`config.mk`:
```
export PLATFORM = sky130hd
export DESIGN_NAME = prpg_batch_sequencer
export DESIGN_NICKNAME = d
export VERILOG_FILES = /design/src/rtl/prpg_batch_sequencer.sv
export SDC_FILE = /design/constraint.sdc
export NUM_CORES = 1
export LEC_CHECK = 0
export CAP_MARGIN = 0
export CORE_MARGIN = 3
export CORE_UTILIZATION = 51
export CTS_CLUSTER_SIZE = 12
export DETAILED_ROUTE_END_ITERATION = 8
export MAX_ROUTING_LAYER = met4
export PLACE_DENSITY_LB_ADDON = 0.12
export REMOVE_ABC_BUFFERS = 1
export SYNTH_ARGS = -nofsm -noshare
export SYNTH_HDL_FRONTEND = slang
export SYNTH_SLANG_ARGS = --single-unit
export TNS_END_PERCENT = 20
```
`constraint.sdc`:
```
create_clock -name clk -period 5.25 [get_ports clk]
set_clock_uncertainty 0.05 [all_clocks]
set_input_delay 1.575 -clock clk [delete_from_list [all_inputs] [get_ports clk]]
set_output_delay 1.575 -clock clk [all_outputs]
set_load 0.01 [all_outputs]
```
`src/rtl/prpg_batch_sequencer.sv`:
```
// prpg_batch_sequencer
//   Batch controller for the 8-bit pattern generators (LFSR / 3-neighbour CA).
//   A start in IDLE latches the configuration and seeds the generator. The
//   generator is then stepped COUNT times, and each new pattern is written to
//   consecutive pattern-memory addresses. The block also accumulates the
//   Hamming distance between successive patterns.
// Ports
//   clk, rst        clock, async active-high reset
//   start, abort    batch request (IDLE only) / synchronous cancel (non-IDLE)
//   mode            0 = LFSR, 1 = CA
//   tap, rule, seed generator config (latched at start)
//   base_addr,count first write address / number of patterns (latched)
//   mem_we/addr/wdata  pattern-memory write port (valid in STORE)
//   pattern         current generator state
//   total_hd        accumulated Hamming distance
//   busy, done      non-IDLE flag / one-cycle completion pulse
module prpg_batch_sequencer #(
  parameter int W      = 8,
  parameter int ADDR_W = 8,
  parameter int CNT_W  = 8
) (
  input  logic              clk,
  input  logic              rst,
  input  logic              start,
  input  logic              abort,
  input  logic              mode,
  input  logic [W-2:0]      tap,
  input  logic [W-1:0]      rule,
  input  logic [W-1:0]      seed,
  input  logic [ADDR_W-1:0] base_addr,
  input  logic [CNT_W-1:0]  count,
  output logic              mem_we,
  output logic [ADDR_W-1:0] mem_addr,
  output logic [W-1:0]      mem_wdata,
  output logic [W-1:0]      pattern,
  output logic [10:0]       total_hd,
  output logic              busy,
  output logic              done
);

  typedef enum logic [1:0] {IDLE, GEN, STORE, DONE} state_t;

  state_t            state, state_nx;
  logic              mode_q;
  logic [W-2:0]      tap_q;
  logic [W-1:0]      rule_q;
  logic [W-1:0]      gen;
  logic [ADDR_W-1:0] addr;
  logic [CNT_W-1:0]  remaining;
  logic [10:0]       hd_acc;

  logic [W-1:0]      gen_nx;
  logic [W-1:0]      gen_diff;
  logic [3:0]        step_hd;

  // One generator step from the current state.
  always_comb begin
    gen_nx = '0;
    if (!mode_q) begin
      // Galois-style LFSR: the top stage feeds stage 0 and the tapped stages.
      gen_nx[0] = gen[W-1];
      for (int i = 1; i < W; i++)
        gen_nx[i] = gen[i-1] ^ (tap_q[W-1-i] & gen[W-1]);
    end else begin
      // Ring CA: neighbourhood {right, self, left} indexes the rule table.
      for (int i = 0; i < W; i++)
        gen_nx[i] = rule_q[{gen[(i+1)%W], gen[i], gen[(i+W-1)%W]}];
    end
  end

  always_comb begin
    gen_diff = gen ^ gen_nx;
    step_hd  = '0;
    for (int i = 0; i < W; i++)
      step_hd = step_hd + 4'(gen_diff[i]);
  end

  // Next-state logic.
  always_comb begin
    state_nx = state;
    case (state)
      IDLE:  if (start) state_nx = (count == '0) ? DONE : GEN;
      GEN:   state_nx = abort ? IDLE : STORE;
      STORE: state_nx = abort ? IDLE : ((remaining == CNT_W'(1)) ? DONE : GEN);
      DONE:  state_nx = IDLE;
      default: state_nx = IDLE;
    endcase
  end

  always_ff @(posedge clk or posedge rst) begin
    if (rst) state <= IDLE;
    else     state <= state_nx;
  end

  // Datapath. Abort suppresses every update, so pattern/total_hd hold.
  always_ff @(posedge clk or posedge rst) begin
    if (rst) begin
      mode_q    <= 1'b0;
      tap_q     <= '0;
      rule_q    <= '0;
      gen       <= '0;
      addr      <= '0;
      remaining <= '0;
      hd_acc    <= '0;
    end else begin
      case (state)
        IDLE: if (start) begin
          mode_q    <= mode;
          tap_q     <= tap;
          rule_q    <= rule;
          gen       <= seed;
          addr      <= base_addr;
          remaining <= count;
          hd_acc    <= '0;
        end
        GEN: if (!abort) begin
          gen    <= gen_nx;
          hd_acc <= hd_acc + {7'd0, step_hd};
        end
        STORE: if (!abort) begin
          addr      <= addr + ADDR_W'(1);
          remaining <= remaining - CNT_W'(1);
        end
        default: ;
      endcase
    end
  end

  assign mem_we    = (state == STORE);
  assign mem_addr  = mem_we ? addr : '0;
  assign mem_wdata = mem_we ? gen  : '0;
  assign pattern   = gen;
  assign total_hd  = hd_acc;
  assign busy      = (state != IDLE);
  assign done      = (state == DONE);

endmodule

```
==> results of run 1 <==
-- worst max path at each step --
stage / from / endpoint / slack [ns] / cells past startpoint
6_report: rule_q[6]$_DFFE_PP0P_ / total_hd[6]$_DFFE_PP0P_ / 0.36 / 17
5_1_grt: rule_q[5]$_DFFE_PP0P_ / total_hd[8]$_DFFE_PP0P_ / 0.12 / 17
4_1_cts: rule_q[5]$_DFFE_PP0P_ / total_hd[8]$_DFFE_PP0P_ / 0.38 / 17
3_5_place_dp: rule_q[6]$_DFFE_PP0P_ / total_hd[8]$_DFFE_PP0P_ / 0.39 / 17
3_3_place_gp: rule_q[6]$_DFFE_PP0P_ / total_hd[8]$_DFFE_PP0P_ / 0.54 / 17
2_1_floorplan: pattern[2]$_DFFE_PP0P_ / total_hd[10]$_DFFE_PP0P_ / 0.48 / 17
-- state kept, by name, indices dropped and copies added (netlist names) --
| name | cells |
|---|---|
| remaining | 8 |
| pattern | 8 |
| mode_q | 1 |
| tap_q | 7 |
| addr | 8 |
| total_hd | 11 |
| rule_q | 8 |
| state | 2 |
-- routing by layer --
| metal | track usage (%) | wire, um |
|---|---|---|
| met2 | 38.5 | 4830 |
| met3 | 5.30 | 558 |
| met5 | - | 0 |
| met1 | 33.1 | 4210 |
| met4 | 3.39 | 35 |
-- logic make-up after synthesis --
family | count (synthesis) | synth area share (%)
AOI/OAI and AO/OA | 97 | 16.0
xor gates and xnor gates | 19 | 4.47
adders and majority gates | 14 | 5.72
buffers and inverters | 46 | 5.68
DFF | 53 | 35.7
muxes | 20 | 10.8
and+or+nand+nor | 171 | 21.7
-- power by group through the flow --
stage / sequential, mW / combinational (mW) / clock [mW]
after global routing: 0.690 / 1.81 / 0.268
after detailed placement: 0.676 / 1.58 / 0
after CTS: 0.668 / 1.60 / 0.247
final: 0.671 / 1.59 / 0.242
after floorplan: 0.695 / 1.12 / 0
after global placement: 0.670 / 1.55 / 0
-- layout make-up --
class / instances / area (um2) / share of cell area [%]
multi-input cells: 321 / 2180 / 46.9
well taps: 96 / 120 / 2.58
repair buffers: 90 / 878 / 18.9
clock buffers: 6 / 82.6 / 1.77
inverters: 15 / 56.3 / 1.21
flip-flops and latches: 53 / 1330 / 28.5
clock inverters: 1 / 7.51 / 0.161
-- cells in the mapped netlist (5+ instances only) --
| library cell | count |
|---|---|
| clkbuf_1 | 11 |
| dfrtp_1 | 53 |
| o22ai_1 | 7 |
| inv_1 | 13 |
| o21ai_0 | 23 |
| nor3_1 | 9 |
| fa_1 | 5 |
| mux4_1 | 5 |
| nand2_1 | 78 |
| xor2_1 | 10 |
| nor2_1 | 30 |
| ha_1 | 9 |
| and2_1 | 14 |
| nand3_1 | 11 |
| mux4_2 | 9 |
| nand2b_1 | 9 |
| a21oi_1 | 32 |
| xnor2_1 | 9 |
| buf_2 | 13 |
-- per-stage QoR --
step | util (%) | worst slack (ns) | hold slack, ns
6_report | 67.0 | 0.362 | 0.433
5_1_grt | 67.0 | 0.124 | 0.468
4_1_cts | 67.0 | 0.383 | 0.438
3_5_place_dp | 65.7 | 0.386 | 0.415
3_3_place_gp | 65.7 | 0.537 | 0.410
2_1_floorplan | - | 0.481 | 0.396
-- critical path, stage by stage, from the launching register on --
cell and delay, ns:
dfrtp_1 0.49, mux4_1 0.54, mux2i_1 0.14, nand2_1 0.07
o21ai_0 0.16, xnor2_1 0.19, fa_1 0.48, fa_1 0.55
inv_1 0.05, fa_1 0.56, fa_1 0.19, inv_1 0.06
fa_1 0.39, a21o_1 0.20, a21oi_1 0.31, nor3b_1 0.12
xnor2_1 0.16, nor2_1 0.06
==> results.yml, run 1 <==
outcome:
  status: "finished, final reports clean"
yosys:
  synth_top_area_cell: "dfrtp_1"
  synth_enable_flop_cells: 0
  synth_ff_type: "dfrtp_1"
  synth_area_um2: 3720
  synthArstFlopShare_pct: 100
  synthTopCellsByArea: "dfrtp_1 (36%), nand2_1 (7.9%), mux4_2 (5.4%), a21oi_1 (4.3%), mux4_1 (3.5%)"
  syn_avg_cell_area_um2: 8.86
  ys_warn_count: 0
  ys_types: 59
  netlist_instances: 420
  ys_seq_elements: 53
  yosys.area.top_type_share_pct: 35.7
  seq_area_frac_synth_pct: 35.7
power_and_ir_drop:
  p_clk_share_pct: 9.6
  switchingPower_mw: 1.11
  p_total_mw: 2.51
  seq_power_share_pct: 26.8
  ir_worst_vdd_v: 0.000328
  p_int_mw: 1.40
  p_leak_nw: 2.00
  power.density_nw_per_um2: 539
  p_sw_share_pct: 44.3
  combPwrFrac_pct: 63.6
cts:
  cts-resized-gates: 0
  cts_post_setup_buffers_inserted: 0
  htree_levels: 2
  path_clk_slew_ns: 0.10
  postCtsHoldBufs: 0
  cts_tree: "done"
  clockBufferDepth: 2
  clockRootBuffer: "clkbuf_8"
  cts.sinks: 53
  clk_latency_ns: 0.31
  cts_buffers: 5
place:
  port_buffers: 81
  dp.cells: 575
  gp_congestion: 0.894
  post_dp_cell_area_um2: 4560
  hpwlAfterDp_um: 7080
floorplan:
  dieArea_um2: 8350
  core_um2: 6940
  initial_utilization_pct: 53.6
  die_width_um: 91.4
  placementRows: 30
  io_pins: 82
  die_h_um: 91.4
route:
  vias: 3389
  post_drt_wl_per_cell_um: 16.6
  drt_first_pass_iters: 4
  routed_wl_um: 9630
  vias_per_cell: 5.82
  initialDrtViolationCount: 310
  drc: 0
  drtAntennaViolNets: 0
worst_hold_path:
  holdPathStages: 2
  hold_path_end: "tap_q[2]$_DFFE_PP0P_"
  hold_class: "register to register"
  holdCritStartpoint: "tap_q[2]$_DFFE_PP0P_"
critical_path:
  reg2reg_slack_ns: 0.36
  end_kind: "register"
  worstPathArrival_ns: 5.01
  cp_max_fo: 9
  reg2reg_from: "rule_q[6]$_DFFE_PP0P_"
  start_kind: "register"
  r2r-end: "total_hd[6]$_DFFE_PP0P_"
  critPathKind: "register to register"
  crit_required_ns: 5.38
  rr_worst_depth: 17
timing:
  slew_headroom_pct: 45.6
  hold_viol: 0
  finalMaxSlewViolations: 0
  rsz0062_at_grt: "no"
  fmax_mhz: 205
  period_minus_slack_ns: 4.89
  fin_crit_sh_pct: 93.1
  finalSetupViolCount: 0
  tns_ns: 0
  tightest_slew_ns: 0.814
layout:
  diodes: 0
  drive_gt1_share_pct: 7.00
  finish.instance_area_um2: 4650
  mostFrequentLayoutCells: "clkdlybuf4s50_1 (81), nand2_1 (78), dfrtp_1 (53)"
  layout_commonest_cell: "clkdlybuf4s50_1"
  nNetsFinal: 544
  fillerInstances: 585
  syn2layout_area_growth_pct: 25.1
  stdcell_count: 582
flow_run:
  cap_violations: 0
global_routing:
  grt_pass1_wl_um: 16200
  grt_usage_pct: 24.4
  grt_max_degree: 41
  grt.overflow.total: 0
  grt_pass1_vias: 3269
  antenna_found_initial: 0
Note: power is estimated with default switching activity, not from simulation.
==> run 2, diff against run 1 <==
- CORE_MARGIN: 3 -> 2
- HOLD_SLACK_MARGIN: unset -> 0.1
==> results.yml, run 2 (synthesis gave the netlist of run 1 again) <==
cts:
  cts.sinks: 53
  cts_post_setup_buffers_inserted: 0
  path_clk_slew_ns: 0.09
  clockRootBuffer: "clkbuf_8"
  cts-resized-gates: 0
  clk_latency_ns: 0.31
  cts_buffers: 5
  postCtsHoldBufs: 0
  htree_levels: 2
  cts_tree: "done"
  clockBufferDepth: 2
floorplan:
  dieArea_um2: 7990
  core_um2: 7180
  die_width_um: 89.4
  die_h_um: 89.4
  initial_utilization_pct: 51.8
  placementRows: 31
  io_pins: 82
layout:
  syn2layout_area_growth_pct: 25.3
  layout_commonest_cell: "clkdlybuf4s50_1"
  post-route-util_pct: 65.0
  largest_reg_flops: 11
  drive_gt1_share_pct: 6.98
  mostFrequentLayoutCells: "clkdlybuf4s50_1 (81), nand2_1 (78), dfrtp_1 (53)"
  finish.instance_area_um2: 4660
  nNetsFinal: 545
  diodes: 0
  stdcell_count: 586
flow_run:
  cap_violations: 0
critical_path:
  critPathKind: "register to register"
  max_stage_delay_ns: 0.58
  cp_max_fo: 6
  cpMostUsedCell: "fa_1"
  rr_worst_depth: 17
  crit_required_ns: 5.37
  crit_chain: "mux4_1 > mux2i_1 > nand2_1 > o21ai_0 > xnor2_1 > fa_1 > fa_1 > inv_1 > fa_1 > fa_1 > inv_1 > fa_1 > a21o_1 > a21oi_1 > nor3_1 > xnor2_1 > nor2_1"
  start_kind: "register"
  worstPathArrival_ns: 5.04
  critical-path-slowest-cell: "mux4_1"
  reg2reg_slack_ns: 0.33
  end_kind: "register"
timing:
  tns_ns: 0
  fin_crit_sh_pct: 93.7
  hold_viol: 0
  finalWorstSetupSlack_ns: 0.333
  tightest_slew_ns: 0.727
  finalSetupViolCount: 0
  finalMaxSlewViolations: 0
  rsz0062_at_grt: "no"
  fmax_mhz: 203
  period_minus_slack_ns: 4.92
  slew_headroom_pct: 51.5
  whs_ns: 0.433
global_routing:
  grt.overflow.total: 0
  antenna_found_initial: 0
  grt_pass1_wl_um: 15100
  grt_max_degree: 41
  grt_pass1_vias: 3116
  grt_usage_pct: 25.3
worst_hold_path:
  hold_class: "register to register"
  holdPathStages: 2
power_and_ir_drop:
  power.density_nw_per_um2: 555
  ir_worst_vdd_v: 0.000424
  p_leak_nw: 2.01
  p_total_mw: 2.58
place:
  dp.cells: 579
  post_dp_cell_area_um2: 4570
  gp_congestion: 0.877
  hpwlAfterDp_um: 6840
  place_ws_ns: 0.375
  port_buffers: 81
route:
  drtAntennaViolNets: 0
  vias_per_cell: 5.72
  initialDrtViolationCount: 222
  drt_first_pass_iters: 4
  vias: 3349
  post_drt_wl_per_cell_um: 16.1
  routed_wl_um: 9450
  drc: 0
outcome:
  status: "finished, final reports clean"
-- run 2: final cells by class --
type                    instances  area [um2]
flip-flops and latches         53        1330
clock buffers                   7        86.3
well taps                      99         124
multi-input cells             321        2180
repair buffers                 91         886
fillers                       633        2510
inverters                      15        56.3
-- run 2: critical path, delay by kind of cell (launching register included) --
kind	cells	cell delay, ns
xor+xnor	2	0.32
buf+inv	2	0.12
flops	1	0.47
simple gates	3	0.24
compound gates	3	0.62
fa+ha+maj	5	2.22
mux	2	0.72
-- run 2: metal layers --
layer	track usage [%]	vias to the layer above	routed length, um
met5	-	-	0
met4	6.24	0	127
met3	3.42	11	528
met2	39.5	108	4570
met1	35.2	1616	4230
li1	-	1614	-
-- run 2: worst paths after layout --
check	from	to
setup / recovery	pattern[1]$_DFFE_PP0P_	total_hd[10]$_DFFE_PP0P_
hold / removal	tap_q[4]$_DFFE_PP0P_	tap_q[4]$_DFFE_PP0P_
setup reg to reg	pattern[1]$_DFFE_PP0P_	total_hd[10]$_DFFE_PP0P_
hold reg to reg	tap_q[4]$_DFFE_PP0P_	tap_q[4]$_DFFE_PP0P_
max in group asynchronous	rst	mode_q$_DFFE_PP0P_
min in group asynchronous	rst	addr[1]$_DFFE_PP0P_
-- run 2: power breakdown --
part	internal, mW	switching [mW]
sequential	0.514	0.146
clock	0.105	0.132
combinational	0.806	0.882
total	1.42	1.16
==> run 3, diff against run 2 <==
- CTS_CLUSTER_SIZE: 12 -> unset
==> results of run 3 <==
The final DEF is identical to that of run 2; final timing and power are the same.
